**config.mk**
```make
export PLATFORM = sky130hd
export DESIGN_NAME = int_sequencer
export DESIGN_NICKNAME = d
export VERILOG_FILES = /design/src/rtl/int_sequencer.sv
export SDC_FILE = /design/constraint.sdc
export NUM_CORES = 1
export LEC_CHECK = 0
export ABC_CLOCK_PERIOD_IN_PS = 3400
export BUFFER_PORTS_ARGS = -buffer_cell sky130_fd_sc_hd__buf_2
export CORE_MARGIN = 1
export CORE_UTILIZATION = 55
export CTS_BUF_LIST = sky130_fd_sc_hd__clkbuf_2
export DETAILED_ROUTE_END_ITERATION = 10
export GPL_TIMING_DRIVEN = 0
export PLACE_DENSITY = 0.87
export SETUP_SLACK_MARGIN = 0.3
export SYNTH_ARGS = -nofsm -noshare
export SYNTH_HDL_FRONTEND = slang
export SYNTH_SLANG_ARGS = --single-unit
```
**constraint.sdc**
```tcl
create_clock -name clk -period 3.4 [get_ports clk]
set_clock_uncertainty 0.15 [all_clocks]
set_input_delay 0.68 -clock clk [delete_from_list [all_inputs] [get_ports clk]]
set_output_delay 0.68 -clock clk [all_outputs]
set_load 0.005 [all_outputs]
```
**src/rtl/int_sequencer.sv**
```systemverilog
// 6502 interrupt entry sequencer: arbitrates RES/NMI/BRK/IRQ at instruction
// boundaries, pushes PCH/PCL/P, fetches the vector and hands PC/SP/I to the core.
module int_sequencer #(
  parameter logic [7:0]  STACK_PAGE = 8'h01,
  parameter logic [15:0] VEC_NMI    = 16'hFFFA,
  parameter logic [15:0] VEC_RES    = 16'hFFFC,
  parameter logic [15:0] VEC_IRQ    = 16'hFFFE
) (
  input  logic        clk,
  input  logic        reset,
  input  logic        take_irq,
  input  logic        take_nmi,
  input  logic        res_req,
  input  logic        brk_req,
  input  logic        boundary,
  input  logic [15:0] pc_in,
  input  logic [7:0]  p_in,
  input  logic [7:0]  sp_in,
  input  logic        mem_ready,
  input  logic [7:0]  mem_din,
  output logic [15:0] mem_addr,
  output logic [7:0]  mem_dout,
  output logic        mem_we,
  output logic        mem_re,
  output logic        busy,
  output logic        pc_load,
  output logic [15:0] pc_out,
  output logic [7:0]  sp_out,
  output logic        set_i,
  output logic        irq_ack,
  output logic        nmi_ack
);

  typedef enum logic [2:0] {
    S_IDLE, S_PUSH_PCH, S_PUSH_PCL, S_PUSH_P, S_VEC_LO, S_VEC_HI, S_FINISH
  } state_t;

  typedef enum logic [1:0] {SRC_RES, SRC_NMI, SRC_BRK, SRC_IRQ} src_t;

  state_t      state_q, state_d;
  src_t        src_q, src_d;
  logic        nmi_pend_q, nmi_pend_d;
  logic        res_pend_q, res_pend_d;
  logic [7:0]  sp_q, sp_d;
  logic [7:0]  p_q, p_d;
  logic [15:0] pc_q, pc_d;
  logic [15:0] vec_q, vec_d;
  logic [15:0] pc_out_q, pc_out_d;
  logic        irq_ack_q, irq_ack_d;
  logic        nmi_ack_q, nmi_ack_d;

  logic        nmi_clr, res_clr;
  logic        accept;
  src_t        acc_src;
  logic        writes;
  logic [7:0]  push_data;

  // Status byte as it lands on the stack: bit 5 always set, B only for BRK.
  function automatic logic [7:0] stacked_p(input logic [7:0] p, input logic is_brk);
    logic [7:0] r;
    r    = p | 8'h20;
    r[4] = is_brk;
    return r;
  endfunction

  always_comb begin
    accept  = 1'b0;
    acc_src = SRC_IRQ;
    if (res_pend_q || res_req) begin
      accept  = 1'b1;
      acc_src = SRC_RES;
    end else if (boundary) begin
      if (nmi_pend_q || take_nmi) begin
        accept  = 1'b1;
        acc_src = SRC_NMI;
      end else if (brk_req) begin
        accept  = 1'b1;
        acc_src = SRC_BRK;
      end else if (take_irq) begin
        accept  = 1'b1;
        acc_src = SRC_IRQ;
      end
    end
  end

  always_comb begin
    state_d   = state_q;
    src_d     = src_q;
    sp_d      = sp_q;
    p_d       = p_q;
    pc_d      = pc_q;
    vec_d     = vec_q;
    pc_out_d  = pc_out_q;
    irq_ack_d = 1'b0;
    nmi_ack_d = 1'b0;
    nmi_clr   = 1'b0;
    res_clr   = 1'b0;
    mem_addr  = 16'h0000;
    mem_dout  = 8'h00;
    mem_we    = 1'b0;
    mem_re    = 1'b0;
    pc_load   = 1'b0;
    set_i     = 1'b0;
    sp_out    = 8'h00;
    busy      = (state_q != S_IDLE);
    writes    = (src_q != SRC_RES);
    push_data = 8'h00;

    case (state_q)
      S_IDLE: begin
        if (accept) begin
          state_d   = S_PUSH_PCH;
          src_d     = acc_src;
          pc_d      = pc_in;
          p_d       = p_in;
          sp_d      = sp_in;
          irq_ack_d = (acc_src == SRC_BRK) || (acc_src == SRC_IRQ);
        end
      end

      S_PUSH_PCH, S_PUSH_PCL, S_PUSH_P: begin
        case (state_q)
          S_PUSH_PCH: push_data = pc_q[15:8];
          S_PUSH_PCL: push_data = pc_q[7:0];
          default:    push_data = stacked_p(p_q, src_q == SRC_BRK);
        endcase
        // Reset walks the same stack addresses but only reads them.
        mem_addr = {STACK_PAGE, sp_q};
        mem_we   = writes;
        mem_re   = !writes;
        mem_dout = writes ? push_data : 8'h00;
        if (mem_ready) begin
          sp_d = sp_q - 8'd1;
          case (state_q)
            S_PUSH_PCH: state_d = S_PUSH_PCL;
            S_PUSH_PCL: state_d = S_PUSH_P;
            default: begin
              state_d = S_VEC_LO;
              // A pending NMI steals an IRQ/BRK entry at vector selection.
              if (src_q == SRC_RES) begin
                vec_d   = VEC_RES;
                res_clr = 1'b1;
              end else if ((src_q == SRC_NMI) || nmi_pend_q) begin
                vec_d     = VEC_NMI;
                nmi_clr   = 1'b1;
                nmi_ack_d = 1'b1;
              end else begin
                vec_d = VEC_IRQ;
              end
            end
          endcase
        end
      end

      S_VEC_LO: begin
        mem_addr = vec_q;
        mem_re   = 1'b1;
        if (mem_ready) begin
          pc_out_d[7:0] = mem_din;
          state_d       = S_VEC_HI;
        end
      end

      S_VEC_HI: begin
        mem_addr = vec_q + 16'd1;
        mem_re   = 1'b1;
        if (mem_ready) begin
          pc_out_d[15:8] = mem_din;
          state_d        = S_FINISH;
        end
      end

      S_FINISH: begin
        pc_load = 1'b1;
        set_i   = 1'b1;
        sp_out  = sp_q;
        state_d = S_IDLE;
      end

      default: state_d = S_IDLE;
    endcase
  end

  // A pulse arriving in the clearing cycle wins, so no event is dropped.
  assign nmi_pend_d = take_nmi | (nmi_pend_q & ~nmi_clr);
  assign res_pend_d = res_req  | (res_pend_q & ~res_clr);

  always_ff @(posedge clk or posedge reset) begin
    if (reset) begin
      state_q    <= S_IDLE;
      src_q      <= SRC_RES;
      nmi_pend_q <= 1'b0;
      res_pend_q <= 1'b0;
      sp_q       <= 8'h00;
      p_q        <= 8'h00;
      pc_q       <= 16'h0000;
      vec_q      <= 16'h0000;
      pc_out_q   <= 16'h0000;
      irq_ack_q  <= 1'b0;
      nmi_ack_q  <= 1'b0;
    end else begin
      state_q    <= state_d;
      src_q      <= src_d;
      nmi_pend_q <= nmi_pend_d;
      res_pend_q <= res_pend_d;
      sp_q       <= sp_d;
      p_q        <= p_d;
      pc_q       <= pc_d;
      vec_q      <= vec_d;
      pc_out_q   <= pc_out_d;
      irq_ack_q  <= irq_ack_d;
      nmi_ack_q  <= nmi_ack_d;
    end
  end

  assign pc_out  = pc_out_q;
  assign irq_ack = irq_ack_q;
  assign nmi_ack = nmi_ack_q;

endmodule
```
==> qor.yml <==
outcome: "completed"
synth_async_sr_flop_share: 1.00
synth.largest_area_cell: "dfrtp_1"
num_vias: 2560
multi_input_area_sq_um: 1220
post-route-period-util: 0.873
hold_violations: 0
dp_hpwl_mm: 4.81
worst_path_max_delay_cell: "nor3b_4"
max_stage_delay_ns: 0.47
antenna_found_initial: 0
port_buffers: 99
drt_wl_total_mm: 6.48
synth-seq-cells: 58
synth-edff-count: 0
die_y_um: 73.8
die_w_um: 73.8
ys_seq_area_frac: 0.512
rsz0062_at_grt: "false"
grt_pass1_wl_mm: 10.3
drive_gt1_frac: 0.393
cts_tree: "built"
rows: 25
power.density_nw_per_um2: 916
worstHoldPathType: "in2async"
syn_nets: 346
synth_cell_type_count: 47
diodes: 0
ys_top_cells_by_area: "dfrtp_1 (51%), nand2_1 (12%), mux2_2 (6.8%)"
drt_iter0_drc: 261
fin_ws_ns: 0.431
yosys_warnings: 0
crit_top_cell: "buf_2"
clock.fmax_mhz: 337
setup_viol: 0
grt_max_degree: 33
netlist.area_leader.share: 0.512
gr-total-overflow: 0
gp_congestion: 0.844
vias_per_cell: 5.31
arrival_ns: 2.14
period_needed_ns: 2.97
cts.clk_slew.worst_paths_ns: 0.18
peakVddDrop_mv: 0.503
drv_cap: 0
start_kind: "flip-flop"
synthToLayoutAreaGrowth_pct: 25.1
route.antenna.remaining_nets: 0
leakagePower_nw: 1.90
cts_buffers: 9
critPathMaxFanout: 10
track_usage: 0.252
syn-cell-area_sq_um: 2840
fin_setup_tns_ns: 0
ios: 103
pre_cts_ws_ns: 0.743
grt_pass1_vias: 2367
nets: 459
maxSlewHeadroom: 0.521
crit_buf_inv: 2
drt_pass1_iterations: 5
worstPathRequired_ns: 2.57
core_area_sq_um: 4850
cts.sinks: 58
p_total_mw: 3.25
fill_cells: 384
syn_inst: 297
crit_type: "reg2out"
cp_cell_sequence: "buf_2 -> nor3b_4 -> nor2_1 -> nand2_1 -> a21oi_1 -> buf_2"
htreeDepth: 3
cp_top_family: "simple AND/OR/NAND/NOR gates"
wl_per_cell_um: 13.4
yosys_most_used_dff: "dfrtp_1"
insertion_delay_ns: 0.46
maxSlewViolCount: 0
die_area_sq_um: 5450
cts_buffer_depth: 2
avgSynthCellArea_sq_um: 9.55
start_util: 0.585
cts-root-buf: "clkbuf_2"
tightest_slew_ns: 0.714
cp-end-kind: "output port"
final_util: 0.731
seq_area_sq_um: 1450
post-route-drc-count: 0
## where the power goes
group	leakage [nW]	switching, mW	internal [mW]
registers	0.700	0.195	1.00
logic	1.15	0.906	0.789
clock network	0.0551	0.259	0.0928
## synth_stat cells, types with 2 or more instances
cell type	number
nor3_1	8
buf_2	8
o21ai_0	10
a22o_1	2
nor2_1	13
o221a_1	4
and3_1	4
nand2b_1	2
nor3b_2	2
nand2_1	91
o21ai_1	2
buf_4	7
nand4_1	2
a22oi_1	6
a21o_1	3
o31ai_1	2
mux2_2	17
nand3_1	3
buf_6	3
a21oi_1	8
clkbuf_1	3
inv_1	8
and2_1	6
a21boi_0	2
a31oi_1	2
dfrtp_1	58
## path summary, 6_finish.rpt
check	from	endpoint	slack, ns	cells past startpoint
hold / removal	reset	pc_out[7]	0.09	2
min in group clk	p_in[0]	p_q[0]	0.24	3
setup / recovery	state_q[1]	mem_dout[2]	0.43	6
max in group asynchronous	reset	sp_q[2]	2.43	3
hold reg to reg	vec_q[14]	vec_q[14]	0.34	1
setup reg to reg	sp_q[0]	sp_q[6]	1.33	6
## routing by layer
| layer | global-route usage | share of wire |
|---|---|---|
| met4 | 0.0940 | 0.012 |
| met3 | 0.0494 | 0.064 |
| met5 | 0 | 0 |
| met2 | 0.423 | 0.50 |
| met1 | 0.324 | 0.43 |
## sequential cells by signal, summed over array words and instances, names as in the netlist
| name | flops |
|---|---|
| p_q | 6 |
| sp_q | 8 |
| res_pend_q | 1 |
| nmi_ack | 1 |
| vec_q | 3 |
| irq_ack | 1 |
| src_q | 2 |
| pc_q | 16 |
| nmi_pend_q | 1 |
| pc_out | 16 |
| state_q | 3 |
## per-stage QoR
| stage | hold WS [ns] | cells | cell area, sq um |
|---|---|---|---|
| after global routing | 0.127 | 482 | 3550 |
| after CTS | 0.0898 | 480 | 3530 |
| after detailed placement | 0.308 | 464 | 3430 |
| after floorplan | 0.285 | 297 | 2840 |
| after global placement | 0.303 | 463 | 3410 |
| final | 0.0926 | 482 | 3550 |
## final cells by class
type                            instances  share of cell area
Tap cell                               67              0.0236
Multi-Input combinational cell        209               0.345
Clock buffer                           10              0.0141
Clock inverter                          6             0.00953
Inverter                                8             0.00847
Timing Repair Buffer                  102               0.150
Sequential cell                        58               0.409
Buffer                                 22              0.0402
## cell families after synthesis
family | Yosys count | share of synthesized area
simple gates | 135 | 0.208
flops | 58 | 0.512
mux | 18 | 0.0710
compound gates | 55 | 0.143
fa+ha+maj | 1 | 0.00441
buf+inv | 30 | 0.0609
## worst reg2reg max path, cell delays in order, from the launching register on
cell	delay, ns
dfrtp_1	0.44
inv_1	0.13
ha_1	0.19
or3b_2	0.48
nor3_1	0.24
o22ai_1	0.15
a211oi_2	0.24
## cell usage in the layout (no fill, tap or decap), drive strengths merged, types with 2 or more instances in the layout
cell      instances
nor3b             2
clkinv            4
and3              4
o221a             5
a22oi             6
nand2b            2
buf             120
a31oi             2
a211oi            2
o21ai            12
dfrtp            58
clkbuf           14
nor3              8
nand3             3
inv               8
a22o              2
nand2            91
a21boi            2
a21o              3
mux2             17
clkinvlp          2
o31ai             2
and2              6
nor2             13
a21oi             9
nand4             2
## repair_timing
action                                  CTS  global route
gates resized for setup                   2             0
hold buffers                              0             0
endpoints found under the setup margin    8             3
setup buffers                             0             2
Power figures use the tool's default switching activity.
